--- config.mk ---
export PLATFORM = sky130hd
export DESIGN_NAME = t05_bitstream_arbiter
export DESIGN_NICKNAME = d
export VERILOG_FILES = /design/src/rtl/t05_bitstream_arbiter.sv
export SDC_FILE = /design/constraint.sdc
export NUM_CORES = 1
export LEC_CHECK = 0
export CAP_MARGIN = 10
export CORE_ASPECT_RATIO = 2
export CORE_UTILIZATION = 55
export DETAILED_ROUTE_END_ITERATION = 10
export PLACE_DENSITY = 0.82
export SETUP_SLACK_MARGIN = 0.1
export SYNTH_ARGS = -nofsm -noshare
export SYNTH_HDL_FRONTEND = slang
export SYNTH_SLANG_ARGS = --single-unit
--- constraint.sdc ---
create_clock -name clk -period 7.2 [get_ports clk]
set_clock_uncertainty 0.15 [all_clocks]
set_input_delay 0.72 -clock clk [delete_from_list [all_inputs] [get_ports clk]]
set_output_delay 0.72 -clock clk [all_outputs]
set_load 0.05 [all_outputs]
--- src/rtl/t05_bitstream_arbiter.sv ---
// t05_bitstream_arbiter
// Two serial bit producers (HDR, CODE) share one byte-wide SRAM write path.
// One source is granted at a time. Accepted bits are packed MSB-first into bytes,
// and the bytes are buffered in a small FIFO. The FIFO drains to memory over a
// req/ack handshake. A flush command pads the final partial byte with zeros and
// drains everything, then pulses done.
// Build option: define T05_RR_ARB_EN to use round-robin tie breaking between
// the two sources. Without it, HDR has fixed priority.

module t05_bitstream_arbiter #(
    parameter int FIFO_DEPTH = 4,
    parameter int ADDR_W     = 32,
    parameter int CNT_W      = 24
) (
    input  logic              clk,
    input  logic              rst,
    input  logic              start,
    input  logic [ADDR_W-1:0] base_addr,
    input  logic              hdr_valid,
    input  logic              hdr_bit,
    input  logic              hdr_last,
    output logic              hdr_ready,
    input  logic              code_valid,
    input  logic              code_bit,
    input  logic              code_last,
    output logic              code_ready,
    input  logic              flush,
    output logic              wr_req,
    output logic [ADDR_W-1:0] wr_addr,
    output logic [7:0]        wr_data,
    input  logic              wr_ack,
    output logic              busy,
    output logic              done,
    output logic [CNT_W-1:0]  total_bits
);

    localparam int PTR_W = $clog2(FIFO_DEPTH);

    typedef enum logic [2:0] {
        S_IDLE,
        S_GNT_HDR,
        S_GNT_CODE,
        S_FLUSH,
        S_DRAIN
    } state_t;

    state_t             state_q, state_d;
    logic [2:0]         bit_cnt_q, bit_cnt_d;
    logic [7:0]         shift_q, shift_d;
    logic [CNT_W-1:0]   total_q, total_d;
    logic [ADDR_W-1:0]  addr_q, addr_d;
    logic               flush_pend_q, flush_pend_d;

    logic [7:0]         fifo_mem [FIFO_DEPTH];
    logic [PTR_W-1:0]   wr_ptr_q, rd_ptr_q;
    logic [PTR_W:0]     count_q;
    logic               fifo_full, fifo_empty;
    logic               push, pop;
    logic [7:0]         push_data;

    logic               room;
    logic               tie_to_hdr;
    logic               acc_en, acc_bit;

`ifdef T05_RR_ARB_EN
    // 1 = CODE was granted last; starts at CODE so HDR wins the first tie
    logic               last_gnt_q, last_gnt_d;
`endif

    assign fifo_full  = (count_q == (PTR_W+1)'(FIFO_DEPTH));
    assign fifo_empty = (count_q == '0);

    // The completing 8th bit may only be taken when the FIFO can hold the byte
    assign room = !((bit_cnt_q == 3'd7) && fifo_full);

`ifdef T05_RR_ARB_EN
    assign tie_to_hdr = last_gnt_q;
`else
    assign tie_to_hdr = 1'b1;
`endif

    // Next-state, grant, bit packing and flush sequencing
    // NOTE: every signal driven here gets a default first, so no path leaves one unassigned and no latch is inferred.
    always_comb begin
        state_d      = state_q;
        bit_cnt_d    = bit_cnt_q;
        shift_d      = shift_q;
        total_d      = total_q;
        flush_pend_d = flush_pend_q;
        push         = 1'b0;
        push_data    = 8'h00;
        hdr_ready    = 1'b0;
        code_ready   = 1'b0;
        done         = 1'b0;
        acc_en       = 1'b0;
        acc_bit      = 1'b0;
`ifdef T05_RR_ARB_EN
        last_gnt_d   = last_gnt_q;
`endif

        case (state_q)
            S_IDLE: begin
                if (start) begin
                    total_d   = '0;
                    bit_cnt_d = 3'd0;
                end
                if (flush || flush_pend_q) begin
                    state_d      = S_FLUSH;
                    flush_pend_d = 1'b0;
                end else if (hdr_valid && (!code_valid || tie_to_hdr)) begin
                    state_d = S_GNT_HDR;
`ifdef T05_RR_ARB_EN
                    last_gnt_d = 1'b0;
`endif
                end else if (code_valid) begin
                    state_d = S_GNT_CODE;
`ifdef T05_RR_ARB_EN
                    last_gnt_d = 1'b1;
`endif
                end
            end
            S_GNT_HDR: begin
                hdr_ready = room;
                if (flush) flush_pend_d = 1'b1;
                if (hdr_valid && room) begin
                    acc_en  = 1'b1;
                    acc_bit = hdr_bit;
                    if (hdr_last) state_d = S_IDLE;
                end
            end
            S_GNT_CODE: begin
                code_ready = room;
                if (flush) flush_pend_d = 1'b1;
                if (code_valid && room) begin
                    acc_en  = 1'b1;
                    acc_bit = code_bit;
                    if (code_last) state_d = S_IDLE;
                end
            end
            S_FLUSH: begin
                if (bit_cnt_q == 3'd0) begin
                    state_d = S_DRAIN;
                end else if (!fifo_full) begin
                    // Left-justify the partial byte; the vacated low bits are zero padding
                    push      = 1'b1;
                    push_data = shift_q << (4'd8 - {1'b0, bit_cnt_q});
                    bit_cnt_d = 3'd0;
                    state_d   = S_DRAIN;
                end
            end
            S_DRAIN: begin
                if (fifo_empty) begin
                    done    = 1'b1;
                    state_d = S_IDLE;
                end
            end
            default: state_d = S_IDLE;
        endcase

        if (acc_en) begin
            shift_d   = {shift_q[6:0], acc_bit};
            bit_cnt_d = bit_cnt_q + 3'd1;
            total_d   = total_q + CNT_W'(1);
            if (bit_cnt_q == 3'd7) begin
                push      = 1'b1;
                push_data = {shift_q[6:0], acc_bit};
            end
        end
    end

    // Memory-side pop and write address, independent of the grant state
    always_comb begin
        pop    = wr_ack && !fifo_empty;
        addr_d = addr_q;
        if (pop) addr_d = addr_q + ADDR_W'(1);
        if ((state_q == S_IDLE) && start) addr_d = base_addr;
    end

    // Control state registers
    // NOTE: sequential state uses non-blocking assignments so every register samples pre-edge values.
    always_ff @(posedge clk or posedge rst) begin
        if (rst) begin
            state_q      <= S_IDLE;
            bit_cnt_q    <= 3'd0;
            shift_q      <= 8'h00;
            total_q      <= '0;
            addr_q       <= '0;
            flush_pend_q <= 1'b0;
        end else begin
            state_q      <= state_d;
            bit_cnt_q    <= bit_cnt_d;
            shift_q      <= shift_d;
            total_q      <= total_d;
            addr_q       <= addr_d;
            flush_pend_q <= flush_pend_d;
        end
    end

`ifdef T05_RR_ARB_EN
    // Remember which source was granted last for round-robin tie breaking
    always_ff @(posedge clk or posedge rst) begin
        if (rst) last_gnt_q <= 1'b1;
        else     last_gnt_q <= last_gnt_d;
    end
`endif

    // FIFO pointers and occupancy; push and pop on one edge leave the count unchanged
    always_ff @(posedge clk or posedge rst) begin
        if (rst) begin
            wr_ptr_q <= '0;
            rd_ptr_q <= '0;
            count_q  <= '0;
        end else begin
            if (push) wr_ptr_q <= wr_ptr_q + PTR_W'(1);
            if (pop)  rd_ptr_q <= rd_ptr_q + PTR_W'(1);
            case ({push, pop})
                2'b10:   count_q <= count_q + (PTR_W+1)'(1);
                2'b01:   count_q <= count_q - (PTR_W+1)'(1);
                default: count_q <= count_q;
            endcase
        end
    end

    // FIFO storage
    // NOTE: the byte array is not reset; pointers and count define validity, and the read port is masked while empty.
    always_ff @(posedge clk) begin
        if (push) fifo_mem[wr_ptr_q] <= push_data;
    end

    assign wr_req     = !fifo_empty;
    assign wr_addr    = addr_q;
    assign wr_data    = fifo_empty ? 8'h00 : fifo_mem[rd_ptr_q];
    assign busy       = (state_q != S_IDLE) || !fifo_empty;
    assign total_bits = total_q;

endmodule

==> metrics.cfg <==
[global_route]
first_global_vias=4520
grt_max_degree=79
grt_util_all_layers_pct=25.9
antenna_found_initial=0
grt_pass1_wl_um=21400
overflow=0

[setup_path]
crit_required_ns=6.33
rrSetupSlack_ns=3.81
crit-reg2reg-launch=bit_cnt_q[0]
endpoint=hdr_ready
cp.arrival_ns=2.85
setup.worst_path.start_class=flip-flop
cp-end-kind=output pin
r2r_cells=12
crit_fanout=16
r2r-end=count_q[2]
crit_type=reg2out
critPathLaunch=bit_cnt_q[0]

[detailed_routing]
wl_per_cell_um=16.9
drc=0
postRouteWirelength_um=13500
dr.pass1.iters=5
via_count=4570
first_iter_violations=288
ant_nets=0
viasPerCell=5.76

[clock_tree]
insertion_delay_ns=0.35
cts_resized=0
cts_inserted_buffers=9
cts_hold_buf=0
root_buffer=clkbuf_16
clockBufferDepth=2
htree_levels=3
cts_tree=done
clkSinkCount=110
clkSlewWorstSetupHoldPaths_ns=0.07
cts_setup_buffers=0

[synthesis]
syn-cell-area_sq_um=5730
ys_ff_latch=110
syn_avg_cell_area_sq_um=10.3
async_reset_ff_share_pct=70.9
yosysWarnings=0
synth_enable_flop_cells=32
synth_top_flop_cell=dfrtp_1
synth.distinct_cells=54
syn_nets=610
seq_area_frac_synth_pct=50.9
synth_cells=555

[placed_design]
dp.cells=778
dp_slack_ns=3.83
dpl.hpwl_um=9800
gp_congestion=0.857
placed_area_sq_um=6920
port_buffers=111

[power]
finalPower_mw=2.89
leakage_nw=2.82
power.density_nw_per_um2=402
ir_worst_vdd_uv=259

[die]
coreArea_sq_um=10100
io_pins=112
start_util_pct=56.4
num_rows=52
dieWidth_um=74.1
die_area_sq_um=10800
die_h_um=146

[cells_and_area]
drive_gt1_share_pct=5.77
syn_to_final_growth_pct=25.7
fin_nets=709
finalInstanceArea_sq_um=7200
final-instance-count-excl-fill=794
fin_util_pct=70.9
antenna_cells=0

[timing]
slew_violations=0
fin_tns_setup_ns=0
worst_slack_ns=3.48
tightest_slew_ns=1.04
setup_viol=0
max-slew-margin-rel_pct=30.6
period_share_pct=51.7
hold_viol=0
fmax_mhz=269
fin_crit_ns=3.72
worst_hold_slack_ns=0.340
rsz0062_at_grt=false

[run]
maxCapViolations=0

[worst_hold_path]
hold_path_class=reg2reg

[status]
outcome=completed

-- worst min-delay path by stage --
stage | start | depth (start not counted) | end
finish | total_bits[23] | 1 | total_bits[23]
detailed placement | shift_q[7] | 2 | shift_q[7]
CTS | shift_q[7] | 2 | shift_q[7]
global route | total_bits[23] | 1 | total_bits[23]
global placement | total_bits[23] | 1 | total_bits[23]
floorplan | shift_q[7] | 2 | shift_q[7]
-- power breakdown --
| part | leakage (nW) | internal, mW | total, mW | switching [mW] |
|---|---|---|---|---|
| clock | 0.129 | 0.235 | 0.460 | 0.225 |
| sequential | 1.33 | 0.804 | 1.05 | 0.246 |
| combinational | 1.36 | 0.519 | 1.38 | 0.861 |
-- flip-flops by register name (all words and copies together), names as in the netlist --
register,count
fifo_mem,32
state_q,3
wr_addr,32
shift_q,8
rd_ptr_q,2
count_q,3
flush_pend_q,1
total_bits,24
wr_ptr_q,2
bit_cnt_q,3
-- cell usage after synthesis, types with 7 or more instances --
cell type    n  area, sq um
nand2_1    101          379
dfrtp_1     78         1950
o21ai_0     44          220
edfxtp_1    32          961
xor2_1      23          201
nand3_1     22          110
nor2_1      22         82.6
clkbuf_1    20         75.1
nand4_1     19          119
inv_1       18         67.6
mux2i_1     15          150
and2_1      14         87.6
nor3_1      14         70.1
xnor2_1     13          114
ha_1        11          138
mux4_2      10          225
and3_1       9         56.3
o211ai_1     8         60.1
o31ai_1      8         60.1
a21oi_1      7         35.0
-- layer usage --
metal / global-route usage, % / vias up / share of wire (%)
met4: 12.4 / 0 / 3.0
met5: 0 / - / 0
li1: - / 2201 / -
met2: 46.7 / 110 / 56
met1: 28.1 / 2232 / 37
met3: 4.28 / 27 / 3.9
-- area by class of cell --
type	instances	area, sq um
fill	775	2950
multi-input combinational	402	2650
inverter	18	67.6
clock buffer	9	225
tap	135	169
clock inverter	7	50.0
sequential	110	2910
timing repair buffer	113	1130
-- cells in the final DEF, fill, tap and decap left out, drive strengths merged, types with 15 or more instances in the layout --
master,Yosys,routed
and2,15,15
clkdlybuf4s50,0,111
dfrtp,78,78
edfxtp,32,32
inv,18,19
mux2i,15,15
nand2,101,101
nand3,22,22
nand4,19,19
nor2,22,22
o21ai,48,48
xor2,23,23
-- worst max-delay path: stages, from the launching register on --
cell and delay [ns]:
dfrtp_1 0.58, ha_1 0.30, ha_1 0.22, nand4bb_1 0.20, nand2_1 0.15, nor3b_1 0.23, clkdlybuf4s50_1 0.83
-- cells by family (layout without fill, tap and decap cells) --
logic type / count (synthesis) / after routing / synth area share (%)
xor gates and xnor gates: 36 / 36 / 5.51
buffers and inverters: 43 / 147 / 2.91
DFF: 110 / 110 / 50.9
AOI/OAI and AO/OA: 95 / 95 / 10.4
and+or+nand+nor: 232 / 232 / 20.6
adders and majority gates: 12 / 12 / 2.75
muxes: 27 / 27 / 6.95
(Power assumes the default switching activity.)
